## src/rtl/unpooling_pkg.sv

```systemverilog
// Shared helpers for the 2x2 nearest-neighbour unpooling stage.
//   log2          : ceil(log2(value)); sizes counters and buffer indices
//   pixel_bits    : packed pixel width (channel width x channel count)
//   coarse_index  : line-buffer column index of a full-resolution counter
//   bank_select   : ping-pong bank owning a full-resolution line counter
//   is_coarse     : counter sits on the last fine position of a coarse cell
package unpooling_pkg;

  localparam int unsigned BANKS = 2;

  function automatic int unsigned log2(input int unsigned value);
    int unsigned result;
    result = 0;
    for (int unsigned i = 0; i < 32; i++) begin
      if ((64'(1) << i) < 64'(value)) result = i + 1;
    end
    return result;
  endfunction

  function automatic int unsigned pixel_bits(input int unsigned fixed_bitw,
                                             input int unsigned units);
    return fixed_bitw * units;
  endfunction

  function automatic logic [31:0] coarse_index(input logic [31:0] cnt,
                                               input int unsigned level);
    return cnt >> (level + 1);
  endfunction

  function automatic logic bank_select(input logic [31:0] cnt,
                                       input int unsigned level);
    return cnt[level+1];
  endfunction

  function automatic logic is_coarse(input logic [31:0] cnt,
                                     input int unsigned level);
    logic [31:0] mask;
    mask = (32'd1 << (level + 1)) - 32'd1;
    return (cnt & mask) == mask;
  endfunction

endpackage

```

## src/rtl/delay.sv

```systemverilog
// Fixed-latency register pipeline with asynchronous active-low clear.
//   clock   : rising-edge clock
//   n_rst   : asynchronous active-low reset, clears every stage to zero
//   value   : BITW-bit input sampled every cycle
//   delayed : value from LATENCY cycles earlier (LATENCY >= 1)
module delay #(
  parameter int unsigned BITW    = 1,
  parameter int unsigned LATENCY = 1
) (
  input  logic            clock,
  input  logic            n_rst,
  input  logic [BITW-1:0] value,
  output logic [BITW-1:0] delayed
);

  logic [BITW-1:0] pipe [LATENCY];

  always_ff @(posedge clock or negedge n_rst) begin
    if (!n_rst) begin
      for (int unsigned i = 0; i < LATENCY; i++) pipe[i] <= '0;
    end else begin
      pipe[0] <= value;
      for (int unsigned i = 1; i < LATENCY; i++) pipe[i] <= pipe[i-1];
    end
  end

  assign delayed = pipe[LATENCY-1];

endmodule

```

## src/rtl/unpool_line_buffer.sv

```systemverilog
// Two-bank ping-pong line buffer for one coarse row per bank.
// Simple dual port: one write and one registered read per cycle. Each bank
// carries a valid bit, set when its first entry (index 0) is written, so a
// bank that has not been refilled since reset reads back as zero.
//   clock, n_rst : clock and asynchronous active-low reset (valid bits and
//                  read register only; storage is not cleared)
//   write_en/write_bank/write_addr/write_data : write port
//   read_bank/read_addr : read address, data appears next cycle
//   read_data    : registered read data, zero for an invalid bank
module unpool_line_buffer
  import unpooling_pkg::*;
#(
  parameter int unsigned DATA_BITW = 16,
  parameter int unsigned DEPTH     = 4,
  parameter int unsigned ADDR_BITW = 2
) (
  input  logic                 clock,
  input  logic                 n_rst,
  input  logic                 write_en,
  input  logic                 write_bank,
  input  logic [ADDR_BITW-1:0] write_addr,
  input  logic [DATA_BITW-1:0] write_data,
  input  logic                 read_bank,
  input  logic [ADDR_BITW-1:0] read_addr,
  output logic [DATA_BITW-1:0] read_data
);

  logic [DATA_BITW-1:0] mem [BANKS][DEPTH];
  logic [BANKS-1:0]     bank_valid;

  always_ff @(posedge clock) begin
    if (write_en) mem[write_bank][write_addr] <= write_data;
  end

  always_ff @(posedge clock or negedge n_rst) begin
    if (!n_rst) begin
      bank_valid <= '0;
    end else if (write_en && (write_addr == '0)) begin
      bank_valid[write_bank] <= 1'b1;
    end
  end

  // The read bank is always the one not being written, so no bypass is needed.
  always_ff @(posedge clock or negedge n_rst) begin
    if (!n_rst) begin
      read_data <= '0;
    end else begin
      read_data <= bank_valid[read_bank] ? mem[read_bank][read_addr] : '0;
    end
  end

endmodule

```

## src/rtl/unpooling.sv

```systemverilog
// 2x2 nearest-neighbour upsampling stage (inverse of 2x2 max pooling).
// Coarse samples at level LEVEL+1 are stored row by row in a ping-pong line
// buffer and replayed as 2x2 blocks at level LEVEL. The output frame trails
// the input frame by 2^(LEVEL+1) lines plus a 2-cycle pipeline.
//   clock      : rising-edge clock
//   n_rst      : asynchronous active-low reset
//   in_enable  : in_pixels valid
//   in_pixels  : UNITS channels of FIXED_BITW bits, channel p at [p*FIXED_BITW +: FIXED_BITW]
//   in_vcnt    : full-frame line counter
//   in_hcnt    : full-frame column counter
//   out_enable : output pixel valid at level LEVEL
//   out_pixels : replicated pixel, same packing as in_pixels
//   out_vcnt   : output line counter
//   out_hcnt   : output column counter
module unpooling
  import unpooling_pkg::*;
#(
  parameter int unsigned WIDTH      = 8,
  parameter int unsigned HEIGHT     = 8,
  parameter int unsigned W_WIDTH    = 8,
  parameter int unsigned W_HEIGHT   = 8,
  parameter int unsigned FIXED_BITW = 8,
  parameter int unsigned UNITS      = 2,
  parameter int unsigned LEVEL      = 0,
  parameter int unsigned V_BITW     = log2(W_HEIGHT),
  parameter int unsigned H_BITW     = log2(W_WIDTH)
) (
  input  logic                        clock,
  input  logic                        n_rst,
  input  logic                        in_enable,
  input  logic [FIXED_BITW*UNITS-1:0] in_pixels,
  input  logic [V_BITW-1:0]           in_vcnt,
  input  logic [H_BITW-1:0]           in_hcnt,
  output logic                        out_enable,
  output logic [FIXED_BITW*UNITS-1:0] out_pixels,
  output logic [V_BITW-1:0]           out_vcnt,
  output logic [H_BITW-1:0]           out_hcnt
);

  localparam int unsigned PIX_BITW = pixel_bits(FIXED_BITW, UNITS);
  localparam int unsigned DEPTH    = W_WIDTH >> (LEVEL + 1);
  localparam int unsigned IDX_BITW = (log2(DEPTH) > 0) ? log2(DEPTH) : 1;
  localparam logic [V_BITW-1:0] V_LAG = V_BITW'(1 << (LEVEL + 1));

  // Stage 0: write/read addressing and output coordinates.
  logic                coarse_sample;
  logic                write_bank;
  logic [IDX_BITW-1:0] write_idx;
  logic                read_bank;
  logic [IDX_BITW-1:0] read_idx;
  logic [V_BITW-1:0]   ov;
  logic [H_BITW-1:0]   oh;
  logic                in_range;

  always_comb begin
    coarse_sample = in_enable
                    && is_coarse(32'(in_hcnt), LEVEL)
                    && is_coarse(32'(in_vcnt), LEVEL);
    write_idx     = IDX_BITW'(coarse_index(32'(in_hcnt), LEVEL));
    write_bank    = bank_select(32'(in_vcnt), LEVEL);
    // Wraps modulo W_HEIGHT, so the first lines of a frame replay the
    // bottom coarse rows of the previous frame.
    ov            = in_vcnt - V_LAG;
    oh            = in_hcnt;
    read_idx      = IDX_BITW'(coarse_index(32'(oh), LEVEL));
    read_bank     = bank_select(32'(ov), LEVEL);
    in_range      = (32'(ov) < HEIGHT) && (32'(oh) < WIDTH);
  end

  // Stage 1: registered read data (inside the buffer) and range flag.
  logic [PIX_BITW-1:0] read_data;
  logic                in_range_s1;

  unpool_line_buffer #(
    .DATA_BITW (PIX_BITW),
    .DEPTH     (DEPTH),
    .ADDR_BITW (IDX_BITW)
  ) line_buffer (
    .clock      (clock),
    .n_rst      (n_rst),
    .write_en   (coarse_sample),
    .write_bank (write_bank),
    .write_addr (write_idx),
    .write_data (in_pixels),
    .read_bank  (read_bank),
    .read_addr  (read_idx),
    .read_data  (read_data)
  );

  // Stage 2: masked output register.
  always_ff @(posedge clock or negedge n_rst) begin
    if (!n_rst) begin
      in_range_s1 <= 1'b0;
      out_pixels  <= '0;
    end else begin
      in_range_s1 <= in_range;
      out_pixels  <= in_range_s1 ? read_data : '0;
    end
  end

  logic [V_BITW+H_BITW-1:0] coord_out;

  delay #(
    .BITW    (V_BITW + H_BITW),
    .LATENCY (2)
  ) coord_delay (
    .clock   (clock),
    .n_rst   (n_rst),
    .value   ({ov, oh}),
    .delayed (coord_out)
  );

  assign {out_vcnt, out_hcnt} = coord_out;

  generate
    if (LEVEL == 0) begin : g_full_rate
      assign out_enable = 1'b1;
    end else begin : g_sub_rate
      assign out_enable = (&out_hcnt[LEVEL-1:0]) && (&out_vcnt[LEVEL-1:0]);
    end
  endgenerate

endmodule

```

## config.mk

```make
export PLATFORM = sky130hd
export DESIGN_NAME = unpooling
export DESIGN_NICKNAME = d
export VERILOG_FILES = /design/src/rtl/unpooling_pkg.sv /design/src/rtl/delay.sv /design/src/rtl/unpool_line_buffer.sv /design/src/rtl/unpooling.sv
export SDC_FILE = /design/constraint.sdc
export NUM_CORES = 1
export LEC_CHECK = 0
export CAP_MARGIN = 20
export CORE_MARGIN = 4
export CORE_UTILIZATION = 57
export CTS_BUF_LIST = sky130_fd_sc_hd__clkbuf_4
export DETAILED_ROUTE_END_ITERATION = 16
export PLACE_DENSITY = 0.78
export SLEW_MARGIN = 20
export SYNTH_ARGS = -nofsm -noshare
export SYNTH_HDL_FRONTEND = slang
export SYNTH_SLANG_ARGS = --single-unit
```

## constraint.sdc

```tcl
create_clock -name clock -period 1.4 [get_ports clock]
set_clock_uncertainty 0.15 [all_clocks]
set_input_delay 0.14 -clock clock [delete_from_list [all_inputs] [get_ports clock]]
set_output_delay 0.14 -clock clock [all_outputs]
set_load 0.005 [all_outputs]
```

==> metrics.txt <==
CP max stage cell=dfrtp_1; most frequent cell after synthesis=edfxtp_1; CTS Sinks=175; Synth Area in Compound Gates=5.59%; Die Wd=114 um; vias post-DR=3,205; Synth cell types=21; Worst Tran Pin Value=612 ps; Die H=114 um; Detail Route Antenna Nets=0; cell count after synthesis=347; maxcap violations=0; vias per cell=5.59; XOR/XNOR Fraction of Synth Area=0.136%; Async S/R FF share, synth=26.9%; Worst Hold Class=input port to flop; largest net degree at the start of global routing=38; hold wc startpoint=in_vcnt[0]; Post-synth EDFFs=128; critical path's top delay family=flip-flops; Max Fclk=0.751 GHz; critical-path cell list=buf_2; mapped cell area=6450 um^2; setup TNS=0 ps; Synth warnings=0; top cells by area, synth=edfxtp_1 60%, dfrtp_1 18%, mux2i_1 9.9%; Crit Path Class=flop to output port; post-synthesis simple-gate area fraction=2.89%; mux contribution to synthesized area=10.1%; CTS Buf Count=17; ys flop type=edfxtp_1; status=finished clean; startpoint types=flop; DPL Wire Length=7.04 mm; worst-skew pair later-pin latency=530 ps; crit-path max cell delay=390 ps; crit path capture type=output port; relative slew slack=59.1%; Max Root-Sink Buffers=2; htree depth=4; area delta synth->final=16.3%; CP Max Fanout=1; nets=447; RSZ-0062 raised after global routing=yes; GPL Wtd Cong=0.726; worst slack at placement=-441 ps; Worst Hold End=coord_delay.pipe[9]$_DFF_PN0_; die area=13,100 um^2; fraction of layout cells with a size suffix above 1=20.3%; top cell type's share of synthesized area=59.6%; CP arrival=1040 ps; post-route cell area=7500 um^2; r2r setup slk=200 ps; Buffers on Ports=46; first-pass GRT wire length=18.6 mm; number of global-route vias before repair=3,305; total track usage=19.3%; num ports=48; worst-case reg-to-reg path depth=3; total grt overflow=0; dpl cells=535; worst reg2reg path endpoint=line_buffer.read_data[5]$_DFF_PN0_; hold-critical path depth=1; R2R Path Start=line_buffer.bank_valid[0]$_DFFE_PN0P_; PwrDens=1240 nW/um^2; CTS tree=done; final core utilization=68.6%; Initial DRT Pass Iterations=4; Final Cycle Share=95.1%; CTS root buffer=clkbuf_4; worst hold slack=45.9 ps; syn avg cell area=18.6 um^2; dpl cell area=7240 um^2; routed wire length per instance=20.4 um; num rows=38; total chip power=9.33 mW; CP bufs+invs=1; ANT cells=0; DRT iter0 DRCs=280; Crit. Startpoint=out_pixels[2]$_DFF_PN0_; DRT Wirelength=11.7 mm; post-synth top area cell=edfxtp_1; Synth Register Bits=175; Pins Over Slew Limit=0; sequential share of the synthesized area=77.9%; Critical Path RT=1110 ps; post-route insts no fill=573; initial antenna violation count=0; total core area=10,900 um^2; final setup margin=68.1 ps; final hold vios=0; adder-cell share of the synthesized area=0%; fin crit period=1330 ps; initial core utilization=59.0%; Final setup viols=0; main combinational cell family by area after synthesis=multiplexers; peak supply drop=0.000603 V; leakage power=2.85 nW; CTS clk-pin slew, worst paths=130 ps; # DRC=0; Post-synth top cells=128 x edfxtp_1, 64 x mux2i_1, 47 x dfrtp_1
==> worst max-delay path by stage <==
stage,to,depth (start not counted)
5_1_grt,out_pixels[2],1
4_1_cts,out_pixels[2],1
2_1_floorplan,line_buffer.mem[0][48]$_DFFE_PP_,4
3_5_place_dp,line_buffer.read_data[13]$_DFF_PN0_,5
6_report,out_pixels[2],1
3_3_place_gp,line_buffer.mem[0][20]$_DFFE_PP_,4
==> registers in the layout (all words and copies together), names as in the netlist <==
name,cells
in_range_s1,1
line_buffer.mem,128
line_buffer.bank_valid,2
coord_delay.delayed,6
coord_delay.pipe,6
line_buffer.read_data,16
out_pixels,16
==> cells by family after synthesis <==
kind of cell / after synthesis
compound gates: 48
xor+xnor: 1
buf+inv: 25
flops: 175
mux: 65
other cells: 1
simple gates: 32
==> cell usage in the layout, fill, tap and decap left out <==
cell type / count
or2_1: 3
conb_1: 2
inv_1: 1
clkinv_4: 2
dlygate4sd3_1: 8
dfrtp_1: 47
a21oi_1: 16
clkbuf_4: 19
nand4_4: 1
buf_4: 15
bufinv_16: 3
clkinv_1: 1
buf_12: 11
clkinvlp_2: 1
o22a_1: 32
and2_1: 16
edfxtp_1: 128
nand2_1: 1
mux2i_1: 64
clkdlybuf4s50_1: 22
buf_2: 23
nor2_4: 4
clkinv_2: 1
clkinvlp_4: 3
xnor2_1: 1
nor2_2: 4
nand2b_1: 2
mux2i_2: 1
nand4b_1: 1
==> where the power goes <==
group / internal, mW / switching, mW
clock network: 1.25 / 1.57
logic: 0.335 / 0.368
registers: 5.75 / 0.0601
==> layout make-up <==
type / count / area, um^2
clock buffers: 19 / 143
clock inverters: 11 / 144
fillers: 707 / 3440
inverters: 1 / 3.75
multi-input cells: 148 / 1270
flip-flops and latches: 175 / 5020
well taps: 140 / 175
repair buffers: 79 / 748
==> repair_timing <==
| action | CTS | global route |
|---|---|---|
| hold endpoints to repair | 52 | 0 |
| setup buffers | 0 | 0 |
| gates resized for setup | 88 | 0 |
| endpoints found under the setup margin | 22 | 8 |
| hold buffers | 8 | 0 |
==> layer usage <==
layer	vias up	part of all wire, %	track usage [%]
li1	1468	-	-
met1	1591	44	27.3
met2	129	47	29.9
met3	17	6.8	4.12
met4	0	2.2	7.60
met5	-	0	0
(Power assumes the default switching activity.)
==> RTL edit 1: new RTL, same flow settings <==
The parameter `LEVEL` goes from 0 to 1.
--- a/src/rtl/unpooling.sv
+++ b/src/rtl/unpooling.sv
@@ -23,3 +23,3 @@
   parameter int unsigned UNITS      = 2,
-  parameter int unsigned LEVEL      = 0,
+  parameter int unsigned LEVEL      = 1,
   parameter int unsigned V_BITW     = log2(W_HEIGHT),
Formal check against the unedited RTL: not equivalent (Yosys sat finds a counterexample within 4 cycles, from zero or initial values and one cycle with n_rst low).
==> RTL edit 1 against the unedited design <==
Core utilization up 6.2 points; sequential share of layout area down 3.2 points; design area down 35%; synthesized area down 39%; via count down 41%; total power down 35%; combinational power down 40%; routed wire length down 45%; worst setup slack worse by 0.052 ns; sequential cell count down 64; critical path type unchanged.
==> RTL edit 1: results (changes against the unedited design) <==
{
  "number_of_enable_flip_flop_cells_after_synthesis": {"value": 64, "change": "-50%"},
  "final_cell_count_no_fill": {"value": 355, "change": "-38%"},
  "placed_cell_area": {"value": 4610, "unit": "sq um", "change": "-36%"},
  "global_route_wire_length_before_repair": {"value": 10.7, "unit": "mm", "change": "-42%"},
  "cts_htree_levels": {"value": 3, "change": "-1"},
  "ys_seq_area_share": {"value": 79.2, "unit": "%", "change": "+1.3 points"},
  "crit_path_start": {"value": "coord_delay.delayed[0]"},
  "antenna-diode-count": {"value": 0, "change": "unchanged"},
  "final_layout_size_suffix_gt1_share": {"value": 23.0, "unit": "%", "change": "+2.7 points"},
  "area_contributors_post_synth": {"value": "sky130_fd_sc_hd__edfxtp_1 49%, sky130_fd_sc_hd__dfrtp_1 30%, sky130_fd_sc_hd__mux2i_1 8.2%"},
  "gp_congestion": {"value": 0.776, "change": "+6.9%"},
  "maximum_number_of_pins_on_one_net_before_global_route_repair": {"value": 48, "change": "+26%"},
  "leakage_power_figure": {"value": 1.95, "unit": "nW", "change": "-32%"},
  "tritoncts.num_buffers": {"value": 9, "change": "-8"},
  "placed_cells": {"value": 334, "change": "-38%"},
  "worst_hold_slack": {"value": 0.00296, "unit": "ns", "change": "-0.0429 ns"},
  "path_max_fanout": {"value": 2, "change": "+1"},
  "routed_wire_length_per_instance": {"value": 18.3, "unit": "um", "change": "-11%"},
  "irDropWorstVdd": {"value": 1020, "unit": "uV", "change": "+69%"},
  "worst-r2r-setup-slack": {"value": 0.22, "unit": "ns", "change": "+0.02 ns"},
  "clk_pin_slew_worst_paths": {"value": 0.16, "unit": "ns", "change": "+0.03 ns"},
  "first_global_vias": {"value": 2088, "change": "-37%"},
  "synth_compound_gate_area_share": {"value": 4.77, "unit": "%", "change": "-0.82 points"},
  "num_vias": {"value": 1883, "change": "-41%"},
  "syn_avg_cell_area": {"value": 19.1, "unit": "sq um", "change": "+2.7%"},
  "insertion_delay": {"value": 0.44, "unit": "ns", "change": "-0.09 ns"},
  "n_fill_cell": {"value": 377, "change": "-47%"},
  "largest_registers": {"value": "line_buffer.mem: 64 flops, line_buffer.read_data: 16 flops, out_pixels: 16 flops"},
  "hold_end": {"value": "line_buffer.bank_valid[1]"},
  "hold_path_depth": {"value": 3, "change": "+2"},
  "status": {"value": "finished clean"},
  "max_stage_delay": {"value": 0.41, "unit": "ns", "change": "+0.02 ns"},
  "synth-xor-area-share": {"value": 0, "unit": "%", "change": "-0.14 points"},
  "hold_path_startpoint": {"value": "in_hcnt[1]"},
  "synth_mux_area_share": {"value": 8.19, "unit": "%", "change": "-2.0 points"},
  "critical_path_end": {"value": "out_enable"},
  "place.port_buffers": {"value": 47, "change": "+2.2%"},
  "first_iter_violations": {"value": 53, "change": "-81%"},
  "critical_path_arrival": {"value": 1.09, "unit": "ns", "change": "+0.05 ns"},
  "timing.rr.end": {"value": "line_buffer.read_data[15]"},
  "dp.final_hpwl": {"value": 4.24, "unit": "mm", "change": "-40%"},
  "fin_nets": {"value": 298, "change": "-33%"}
}
[RTL edit 1: cell families after synthesis]
logic type	after synthesis
flops	111
simple gates	26
compound gates	18
other cells	1
mux	32
buf+inv	17
[RTL edit 1: stage by stage]
step	setup slack, ns	total power (W)
after floorplan	-0.262	0.00385
after global placement	-0.508	0.00407
after detailed placement	-0.529	0.00409
after CTS	-0.115	0.00613
after global routing	-0.0551	0.00633
final	0.0158	0.00610
[RTL edit 1: cell type report]
| cell class | count | area, sq um | share of cell area, % |
|---|---|---|---|
| Clock inverter | 7 | 143 | 2.94 |
| Inverter | 3 | 18.8 | 0.386 |
| Sequential cell | 111 | 3100 | 63.8 |
| Tap cell | 77 | 96.3 | 1.98 |
| Multi-Input combinational cell | 77 | 737 | 15.2 |
| Timing Repair Buffer | 71 | 697 | 14.3 |
| Clock buffer | 9 | 67.6 | 1.39 |
[RTL edit 1: repair_timing]
action                     in CTS  in global routing
setup endpoints to repair      71                 39
pin swaps                       1                  2
hold endpoints to repair       48                  1
buffers inserted                1                  1
hold buffers                    2                  1
gates resized for setup        41                 18
[RTL edit 1: per-layer routing]
layer / vias to the layer above / GRT usage [%] / share of wire (%)
met1: 951 / 21.7 / 42
met2: 38 / 29.4 / 54
met5: - / 0 / 0
met4: 0 / 7.16 / 1.1
li1: 888 / - / -
met3: 6 / 3.08 / 2.7
[RTL edit 1: where the power goes]
part	switching [W]	internal (W)	leakage, nW
registers	0.0000328	0.00355	1.17
logic	0.000203	0.000220	0.672
clock network	0.000995	0.00109	0.111
[RTL edit 1: worst min-delay path, stage by stage]
cell and delay [ns]:
sky130_fd_sc_hd__dlymetal6s2s_1 0.16, sky130_fd_sc_hd__nand3_4 0.17, sky130_fd_sc_hd__o21bai_1 0.09
==> RTL edit 2: new RTL, config.mk and constraints unchanged <==
Without the edit above. Remove the register `out_pixels`: a continuous assignment takes its place, so the output `out_pixels` follows one clock earlier.
--- a/src/rtl/unpooling.sv
+++ b/src/rtl/unpooling.sv
@@ -93,8 +93,8 @@
       in_range_s1 <= 1'b0;
-      out_pixels  <= '0;
     end else begin
       in_range_s1 <= in_range;
-      out_pixels  <= in_range_s1 ? read_data : '0;
     end
   end
+
+  assign out_pixels = in_range_s1 ? read_data : '0;
 
Function: changed (Yosys sat finds a counterexample within 4 cycles, from zero or initial values and one cycle with n_rst low).
==> RTL edit 2 against the unedited design <==
Via count is 0.44% lower; first-iteration DRC count fell by 5.7%; synthesized area fell by 6.2%; sequential cell count down 16; synthesized cell count shrank 4.6%; combinational power rose by 19%; critical path type unchanged; die area down 5.8%; count of clock-buffer cells in the layout rose by 2; worst setup slack lost 0.45 ns; total power is 6.2% lower; routed wire length up 1.5%; highest routed layer unchanged; design area down 0.10%; sequential power is 8.8% lower; the flow now finishes with violations (negative setup slack).
==> RTL edit 2: results (changes against the unedited design) <==
{
  "grt_util_all_layers": {"value": 19.6, "unit": "%", "change": "+0.28 points"},
  "via_per_inst": {"value": 5.52, "change": "-1.3%"},
  "violations": {"value": "negative setup slack"},
  "placed_cells": {"value": 525, "change": "-1.9%"},
  "cp_slowest_cell": {"value": "sky130_fd_sc_hd__dfrtp_2"},
  "setup_viol_count_final": {"value": 16, "change": "+16"},
  "met1_usage": {"value": 26.1, "unit": "%", "change": "-1.2 points"},
  "crit_path_start": {"value": "in_range_s1"},
  "r2r-start": {"value": "line_buffer.bank_valid[1]"},
  "critical_path_end": {"value": "out_pixels[6]"},
  "met3_length": {"value": 775, "unit": "um", "change": "-3.0%"},
  "first_global_vias": {"value": 3285, "change": "-0.61%"},
  "route.final.wire_length": {"value": 11.9, "unit": "mm", "change": "+1.5%"},
  "timing.rr.end": {"value": "line_buffer.read_data[9]"},
  "wl_met2": {"value": 5.94, "unit": "mm", "change": "+6.9%"},
  "max_stage_delay": {"value": 0.46, "unit": "ns", "change": "+0.07 ns"},
  "sw_frac_of_total": {"value": 22.0, "unit": "%", "change": "+0.65 points"},
  "hold_end": {"value": "coord_delay.pipe[10]"},
  "num_vias": {"value": 3191, "change": "-0.44%"},
  "status": {"value": "complete, but fails checks"},
  "pg_seq": {"value": 0.00530, "unit": "W", "change": "-8.8%"},
  "signal_buffer_area_fraction": {"value": 14.8, "unit": "%", "change": "+4.9 points"},
  "multi_input_area_share": {"value": 17.5, "unit": "%", "change": "+0.60 points"},
  "clk_pin_slew_worst_paths": {"value": 0.11, "unit": "ns", "change": "-0.02 ns"},
  "gp_congestion": {"value": 0.754, "change": "+3.9%"},
  "post-route-worst-setup-slack": {"value": -0.384, "unit": "ns", "change": "-0.452 ns"}
}
==> RTL edit 2: per-stage QoR <==
| step | utilization (%) | TNS (ns) | hold WS, ns |
|---|---|---|---|
| floorplan | - | -27.84 | -0.306 |
| global placement | 66.9 | -46.38 | 0.185 |
| detailed placement | 66.9 | -48.66 | 0.188 |
| CTS | 71.0 | -6.31 | 0.132 |
| global route | 72.6 | -6.65 | 0.132 |
| finish | 72.6 | -5.60 | 0.158 |
==> RTL edit 2: cell families after synthesis <==
group,count (synthesis),share of synthesized area (%)
AO/OA/AOI/OAI,48,5.96
XOR/XNOR,1,0.145
other,1,0.0620
AND/OR/NAND/NOR,32,3.08
buffers and inverters,25,3.54
multiplexers,65,10.8
flip-flops,159,76.4
==> RTL edit 2: what timing repair did <==
item                                   CTS  global route
resized for setup                      122            15
endpoints found under the hold margin   37             0
hold buffers                             7             0
gates cloned                             1             4
pin swaps                                0             2
setup endpoints to repair               22           107
buffers inserted                         6             2
